### config.mk
export PLATFORM = sky130hd
export DESIGN_NAME = fir_sequencer_flat
export DESIGN_NICKNAME = d
export VERILOG_FILES = /design/src/rtl/fir_sequencer_if.sv /design/src/rtl/fir_sequencer.sv /design/src/flat_wrapper.sv
export SDC_FILE = /design/constraint.sdc
export NUM_CORES = 1
export LEC_CHECK = 0
export CORE_MARGIN = 5
export CORE_UTILIZATION = 49
export DETAILED_ROUTE_END_ITERATION = 6
export PLACE_DENSITY_LB_ADDON = 0.15
export SLEW_MARGIN = 20
export SYNTH_ARGS = -nofsm -noshare
export SYNTH_HDL_FRONTEND = slang
export SYNTH_SLANG_ARGS = --single-unit
### constraint.sdc
create_clock -name clk -period 2.3 [get_ports clk]
set_input_delay 0.345 -clock clk [delete_from_list [all_inputs] [get_ports clk]]
set_output_delay 0.345 -clock clk [all_outputs]
set_load 0.05 [all_outputs]
### src/rtl/fir_sequencer_if.sv
// Handshake and datapath-control bundle between the FIR sequencer and its
// environment (stream producer/consumer plus the MAC datapath).
interface fir_sequencer_if #(
  parameter int AWIDTH = 5
);
  logic              req_in;
  logic              ack_in;
  logic              req_out;
  logic              ack_out;
  logic              sample_we;
  logic [AWIDTH-1:0] wr_ptr;
  logic [AWIDTH-1:0] coef_sel;
  logic [AWIDTH-1:0] tap_sel;
  logic              acc_clr;
  logic              acc_en;
  logic              out_latch;
  logic              busy;

  // Sequencer side
  modport master (
    output req_in,
    input  ack_in,
    output req_out,
    input  ack_out,
    output sample_we,
    output wr_ptr,
    output coef_sel,
    output tap_sel,
    output acc_clr,
    output acc_en,
    output out_latch,
    output busy
  );

  // Producer/consumer/datapath side
  modport slave (
    input  req_in,
    output ack_in,
    input  req_out,
    output ack_out,
    input  sample_we,
    input  wr_ptr,
    input  coef_sel,
    input  tap_sel,
    input  acc_clr,
    input  acc_en,
    input  out_latch,
    input  busy
  );
endinterface

### src/rtl/fir_sequencer.sv
// Control FSM for a time-multiplexed single-multiplier FIR: runs the four-phase
// input/output handshakes and issues one MAC step per tap with explicit addresses.
module fir_sequencer #(
  parameter int NR_STAGES = 32,
  parameter int AWIDTH    = 5,
  parameter int MAC_LAT   = 1
) (
  input  logic                     clk,
  input  logic                     rst,
  fir_sequencer_if.master          ctl
);

  typedef enum logic [2:0] {
    IDLE     = 3'd0,
    REQ_IN   = 3'd1,
    WAIT_IN  = 3'd2,
    MAC      = 3'd3,
    DRAIN    = 3'd4,
    REQ_OUT  = 3'd5,
    WAIT_OUT = 3'd6
  } state_e;

  localparam logic [AWIDTH-1:0] LAST_STEP = AWIDTH'(NR_STAGES - 1);
  localparam logic [2:0]        LAST_LAT  = 3'(MAC_LAT - 1);

  generate
    if ((1 << AWIDTH) != NR_STAGES || NR_STAGES < 2 || MAC_LAT < 1 || MAC_LAT > 4) begin : g_bad_params
      $error("fir_sequencer: NR_STAGES must equal 2**AWIDTH (>= 2) and MAC_LAT must be 1..4");
    end
  endgenerate

  state_e            state_q, state_d;
  logic [AWIDTH-1:0] ctr_q, ctr_d;
  logic [2:0]        lat_q, lat_d;
  logic [AWIDTH-1:0] wr_ptr_q, wr_ptr_d;
  logic              req_in_q, req_in_d;
  logic              req_out_q, req_out_d;

  logic              sample_we;
  logic              acc_clr;
  logic              acc_en;
  logic              out_latch;
  logic [AWIDTH-1:0] coef_sel;
  logic [AWIDTH-1:0] tap_sel;

  always_comb begin
    // NOTE: every signal gets a default before the case so no path can infer a latch.
    state_d   = state_q;
    ctr_d     = ctr_q;
    lat_d     = lat_q;
    wr_ptr_d  = wr_ptr_q;
    sample_we = 1'b0;
    acc_clr   = 1'b0;
    acc_en    = 1'b0;
    out_latch = 1'b0;
    coef_sel  = '0;
    tap_sel   = '0;

    unique case (state_q)
      IDLE: begin
        state_d = REQ_IN;
      end

      REQ_IN: begin
        if (ctl.ack_in) begin
          sample_we = 1'b1;
          state_d   = WAIT_IN;
        end
      end

      WAIT_IN: begin
        if (!ctl.ack_in) begin
          acc_clr = 1'b1;
          ctr_d   = '0;
          state_d = MAC;
        end
      end

      MAC: begin
        // Tap k reads the sample written k samples ago; truncation gives the wrap.
        acc_en   = 1'b1;
        coef_sel = ctr_q;
        tap_sel  = wr_ptr_q - ctr_q;
        ctr_d    = ctr_q + 1'b1;
        if (ctr_q == LAST_STEP) begin
          lat_d   = '0;
          state_d = DRAIN;
        end
      end

      DRAIN: begin
        if (lat_q == LAST_LAT) begin
          out_latch = 1'b1;
          wr_ptr_d  = wr_ptr_q + 1'b1;
          state_d   = REQ_OUT;
        end else begin
          lat_d = lat_q + 1'b1;
        end
      end

      REQ_OUT: begin
        if (ctl.ack_out) begin
          state_d = WAIT_OUT;
        end
      end

      WAIT_OUT: begin
        if (!ctl.ack_out) begin
          state_d = REQ_IN;
        end
      end

      default: begin
        state_d = IDLE;
      end
    endcase

    // Requests are registered copies of the next state so they never glitch.
    req_in_d  = (state_d == REQ_IN);
    req_out_d = (state_d == REQ_OUT);
  end

  always_ff @(posedge clk) begin
    // NOTE: sequential state uses non-blocking assignments so all registers update from pre-edge values.
    if (rst) begin
      // NOTE: only control state is reset; the sample RAM in the datapath keeps its contents.
      state_q   <= IDLE;
      ctr_q     <= '0;
      lat_q     <= '0;
      wr_ptr_q  <= '0;
      req_in_q  <= 1'b0;
      req_out_q <= 1'b0;
    end else begin
      state_q   <= state_d;
      ctr_q     <= ctr_d;
      lat_q     <= lat_d;
      wr_ptr_q  <= wr_ptr_d;
      req_in_q  <= req_in_d;
      req_out_q <= req_out_d;
    end
  end

  assign ctl.req_in    = req_in_q;
  assign ctl.req_out   = req_out_q;
  assign ctl.sample_we = sample_we;
  assign ctl.wr_ptr    = wr_ptr_q;
  assign ctl.coef_sel  = coef_sel;
  assign ctl.tap_sel   = tap_sel;
  assign ctl.acc_clr   = acc_clr;
  assign ctl.acc_en    = acc_en;
  assign ctl.out_latch = out_latch;
  assign ctl.busy      = !(state_q == IDLE || state_q == REQ_IN);

endmodule

### src/flat_wrapper.sv
// flat-port wrapper written by rule: the top's interface ports become plain ports
module fir_sequencer_flat 
#(
  parameter int NR_STAGES = 32,
  parameter int AWIDTH    = 5,
  parameter int MAC_LAT   = 1
)
  (clk, rst, ctl_req_in, ctl_ack_in, ctl_req_out, ctl_ack_out, ctl_sample_we, ctl_wr_ptr, ctl_coef_sel, ctl_tap_sel, ctl_acc_clr, ctl_acc_en, ctl_out_latch, ctl_busy);
  fir_sequencer_if #(.AWIDTH(AWIDTH)) ctl_i ();
  input  logic clk;
  input  logic rst;
  output wire logic [$bits(ctl_i.req_in)-1:0] ctl_req_in;
  input wire logic [$bits(ctl_i.ack_in)-1:0] ctl_ack_in;
  output wire logic [$bits(ctl_i.req_out)-1:0] ctl_req_out;
  input wire logic [$bits(ctl_i.ack_out)-1:0] ctl_ack_out;
  output wire logic [$bits(ctl_i.sample_we)-1:0] ctl_sample_we;
  output wire logic [$bits(ctl_i.wr_ptr)-1:0] ctl_wr_ptr;
  output wire logic [$bits(ctl_i.coef_sel)-1:0] ctl_coef_sel;
  output wire logic [$bits(ctl_i.tap_sel)-1:0] ctl_tap_sel;
  output wire logic [$bits(ctl_i.acc_clr)-1:0] ctl_acc_clr;
  output wire logic [$bits(ctl_i.acc_en)-1:0] ctl_acc_en;
  output wire logic [$bits(ctl_i.out_latch)-1:0] ctl_out_latch;
  output wire logic [$bits(ctl_i.busy)-1:0] ctl_busy;
  assign ctl_req_in = ctl_i.req_in;
  assign ctl_i.ack_in = ctl_ack_in;
  assign ctl_req_out = ctl_i.req_out;
  assign ctl_i.ack_out = ctl_ack_out;
  assign ctl_sample_we = ctl_i.sample_we;
  assign ctl_wr_ptr = ctl_i.wr_ptr;
  assign ctl_coef_sel = ctl_i.coef_sel;
  assign ctl_tap_sel = ctl_i.tap_sel;
  assign ctl_acc_clr = ctl_i.acc_clr;
  assign ctl_acc_en = ctl_i.acc_en;
  assign ctl_out_latch = ctl_i.out_latch;
  assign ctl_busy = ctl_i.busy;
  fir_sequencer #(.NR_STAGES(NR_STAGES), .AWIDTH(AWIDTH), .MAC_LAT(MAC_LAT)) u_core (.clk(clk), .rst(rst), .ctl(ctl_i));
endmodule
== Word-level counts from Yosys, hierarchy flattened ==
Cells that the tools add are included.

* Register bits after elaboration: 18
* Output and inout port bits: 22

* Add/sub/neg operators: 4
* Equality and inequality tests: 12
* Muxes and demuxes: 21
* Reduce and logical (&&, ||, !) cells: 9

{| class="wikitable"
|+ Operators with widths
! kind !! count
|-
| $mux W3 || 8
|-
| $pmux W3 S7 || 1
|-
| $mux W5 || 3
|-
| $eq A3 B3 Y1 const B || 4
|-
| $add A5 B1 Y5 const B || 2
|-
| $pmux W5 S2 || 1
|-
| $mux W1 || 7
|-
| $eq A3 B1 Y1 const B || 2
|-
| $eq A3 B2 Y1 const B || 2
|-
| $logic_not A3 Y1 || 2
|-
| $pmux W3 S2 || 1
|-
| $eq A5 B5 Y1 const B || 1
|-
| $sub A5 B5 Y5 || 1
|-
| $ne A2 B2 Y1 const B || 2
|-
| $reduce_and A2 Y1 || 2
|-
| $reduce_bool A2 Y1 || 2
|-
| $add A3 B1 Y3 const B || 1
|-
| $reduce_and A3 Y1 || 1
|-
| $ne A2 B1 Y1 const B || 1
|-
| $logic_not A1 Y1 || 1
|-
| $logic_or A1 B1 Y1 || 1
|}

== Depth between registers and ports, before layout ==
Gate-level depths: netlist (run 1).

* Depth after elaboration: 4
* Gate-level depth with buffers: 7

== Worst setup path before layout (run 1) ==
No wires, ideal clock.

* Path kind: reg2out
* Start: register u_core.wr_ptr_q[0], in the netlist u_core.ctl.wr_ptr[0]
* End: output port ctl_tap_sel[4]
* Arrival time: 2.915 ns
* Setup slack: -0.960 ns
* Cell stages (with the launch flop): 8
* Buffers on the path: 0
* Cell sequence: dfxtp_1 inv_1 ha_1 fa_1 nor2b_1 o21a_1 nor3_1 nor3b_1

* Word-level cells in the longest chain between the ends: 2

{| class="wikitable"
|+ Ends and longest elaborated chain
! item !! line !! source
|-
| start: declaration || fir_sequencer.sv:35 || <nowiki>logic [AWIDTH-1:0] wr_ptr_q, wr_ptr_d;</nowiki>
|-
| start signal: assignment || fir_sequencer.sv:137 || <nowiki>wr_ptr_q <= wr_ptr_d;</nowiki>
|-
| $sub A5 B5 Y5 || fir_sequencer.sv:83 || <nowiki>tap_sel = wr_ptr_q - ctr_q;</nowiki>
|-
| $mux W5 || fir_sequencer.sv:59 || <nowiki>unique case (state_q)</nowiki>
|-
| end: declaration || flat_wrapper.sv:19 || <nowiki>output wire logic [$bits(ctl_i.tap_sel)-1:0] ctl_tap_sel;</nowiki>
|}

No other way between the ends.

== Worst setup path after layout (run 1) ==
Same ends and word-level chain as after synthesis.

==> reports/summary.txt, run 1 <==
Yosys warns - 0
TritonCTS sink count - 18
Top_reg_cell synth - dfxtp_1
Clk_lat worst skew - 290 ps
Die ar. - 3400 µm²
Initial Util - 51.7%
Vias post-DR - 1079
Outcome - complete, but fails checks
Max H-tree Level - 1
FF-to-FF End - u_core.ctl.req_out
Count of final setup violators - 1
CP Launch Type - flop
CP arrival - 1970 ps
Netlist cell types - 41
Worst R2R Setup Slack - 560 ps
Synth area leader - dfxtp_1
Critical-path maximum fanout - 2
Pwr Density - 394 nW/µm²
Crit share post-route - 101%
Setup ws final - -19.0 ps
Reg2Reg Launch Point - u_core.ctr_q[0]
Core ar. - 2210 µm²
P_leak - 0.643 nW
Clk pin slew, worst setup/hold paths - 90 ps
Met1 Use GR - 21.2%
Largest family of logic cells by synthesized area - simple AND/OR/NAND/NOR gates
Yosys reg bits - 18
IO Count - 26
Post-synth top cells - 19 x nor2_1, 18 x dfxtp_1, 9 x ha_1, 9 x inv_1, 7 x a21oi_1
Final Hold Fails - 0
Number of DRC markers in iteration 0 - 26
Post-synth EDFFs - 0
First-pass GRT wire length - 4.99 mm
FMAX - 431 MHz
Worst-Margin Slew - 598 ps
Worst Clk Skew - 7.33 ps
GRT met2 Usage - 33.8%
Syn avg cell area - 8.23 µm²
Number of vias per cell - 5.48
Placed insts - 189
Max Slew Vio Count - 0
CTS tree - built
CTS Root Cell - clkbuf_4
Unrepaired setup endpoints after global routing - yes
XOR/XNOR share of the synthesized area - 5.36%
Crit path launch - u_core.ctl.wr_ptr[0]
Worst r2r path cells - 7
Worst Hold Depth - 2
Fraction of layout cells with a size suffix above 1 - 28.4%
Hold path start - u_core.lat_q[0]
Die height - 58.3 µm
Avg WL per Cell - 14.6 µm
Most common cell in the netlist - nor2_1
Net count, final - 184
Final TNS setup - -19.0 ps
Synth-to-layout area growth - 46.9%
ANT cells - 0
Tot GR Track Use - 19.1%
Asr flop ratio synth - 0%
Synth Area in Adders - 11.6%
Seq/Total Area, Yosys - 31.5%
CTS Buf Count - 3
PortBufs - 25
Violated checks - setup timing
DRC - 0
Post-Synth Simple-Gate Area - 28.2%
Slew headroom - 60.0%
Kind of critical path - reg -> out
Post-Syn Instances - 139
Synth top area cells - dfxtp_1 32%, ha_1 9.8%, nor2_1 6.2%, nand4_1 3.3%, a21oi_1 3.1%
Final ANT Viol Nets - 0
GR Layer Usage met3 - 5.92%
CTS max path bufs - 2
Syn Nets - 153
Largest net degree at the start of global routing - 18
Critical Path RT - 1960 ps
DP HPWL - 2.14 mm
Hold Crit Class - reg -> reg
TritonRoute pass-1 iters - 4
GRT busiest layer - met2
Worst Setup EP - ctl_tap_sel[4]
Crit end category - primary output
Fin crit period - 2320 ps
Die Wd - 58.3 µm
Max Cap Viol - 0
Grt ovf - 0
Synth Area in Compound Gates - 14.8%
Post-synth top area share - 31.5%
Fin cells - 197
GPL Wtd Cong - 0.858
Mux share of post-synthesis cell area - 1.75%
Initial antenna violation count - 0
Synthesized cell area - 1140 µm²
Worst VDD drop - 0.360 mV
Row count - 17
DRT Wirelength - 2.87 mm
Vias in the first global route - 1113
==> placed cells by master (no fill, tap or decap), drive strengths merged, types with 2 or more instances in the layout <==
master         synthesis  routed
buf                    4      23
mux2i                  2       2
o21ai                  5       5
clkdlybuf4s50          0      10
nand3                  6       6
and2                   2       2
inv                    9       9
nor3                   4       4
ha                     9       9
clkbuf                 3       4
a22oi                  2       2
xor2                   3       3
xnor2                  4       4
a21oi                  8       8
nand2b                 3       3
nand4                  6       6
nor4b                  2       2
nor2                  21      21
dfxtp                 18      18
nand2                  2       2
and3                   4       4
o21a                   4       4
nor2b                  5       5
==> cells by family after synthesis <==
| logic type | Yosys count |
|---|---|
| DFF | 18 |
| buffers and inverters | 17 |
| adders and majority gates | 10 |
| xor gates and xnor gates | 7 |
| muxes | 2 |
| and+or+nand+nor | 59 |
| AOI/OAI and AO/OA | 26 |
==> worst max-delay path: stages (launching register included) <==
cell and delay [ps]:
dfxtp_2 350, inv_2 60, ha_4 170, fa_2 380, nor2b_2 140, o21a_1 150, nor3_1 70, nor3b_4 220
buf_12 160
==> what timing repair did <==
item,CTS,global route
gates cloned,0,0
hold buffers,0,0
pin swaps,1,4
setup buffers,2,2
endpoints found under the setup margin,2,2
resized for setup,4,7
==> sequential cells by signal (all words and copies together) (netlist names) <==
register	count
u_core.ctl.req_in	1
u_core.ctl.req_out	1
u_core.ctl.wr_ptr	5
u_core.ctr_q	5
u_core.lat_q	3
u_core.state_q	3
==> routing by layer <==
layer,routed length (µm),part of all wire (%)
met5,0,0
met4,29,1.0
met1,1210,42
met2,1460,51
met3,173,6.0
==> power breakdown <==
group          total [mW]  internal (mW)  switching (mW)  leakage, nW
sequential          0.321          0.317         0.00352        0.149
combinational       0.149         0.0608          0.0885        0.474
clock               0.192         0.0965          0.0956       0.0210
total               0.662          0.475           0.188        0.643
==> stage by stage <==
stage	power (mW)	utilization (%)	hold WS [ps]	area, µm²	worst slack [ps]
2_1_floorplan	0.427	-	461	1170	-152
3_3_place_gp	0.469	71.8	470	1590	179
3_5_place_dp	0.473	71.8	484	1590	115
4_1_cts	0.667	74.5	498	1650	-46.9
5_1_grt	0.697	76.0	525	1680	-164
6_report	0.662	76.0	494	1680	-19.0
==> cell type report <==
cell class / instances / area, µm²
Clock buffer: 4 / 36.3
Fill cell: 163 / 532
Inverter: 10 / 38.8
Multi-Input combinational cell: 104 / 753
Sequential cell: 18 / 369
Tap cell: 28 / 35.0
Timing Repair Buffer: 33 / 448
==> how the worst min path moves through the flow <==
stage | end | slack (ps)
5_1_grt | u_core.lat_q[1] | 520
3_3_place_gp | u_core.lat_q[0] | 470
2_1_floorplan | u_core.lat_q[0] | 460
4_1_cts | u_core.lat_q[1] | 500
3_5_place_dp | u_core.lat_q[0] | 480
6_report | u_core.lat_q[0] | 490
Note: power is estimated with default switching activity, not from simulation.
==> run 2, diff against run 1 <==
--- a/config.mk
+++ b/config.mk
@@ -5,6 +5,7 @@
 export SDC_FILE = /design/constraint.sdc
 export NUM_CORES = 1
 export LEC_CHECK = 0
+export CAP_MARGIN = 20
 export CORE_MARGIN = 5
 export CORE_UTILIZATION = 49
 export DETAILED_ROUTE_END_ITERATION = 6
==> results of run 2 <==
Final layout, timing and power as in run 1 (identical DEF).
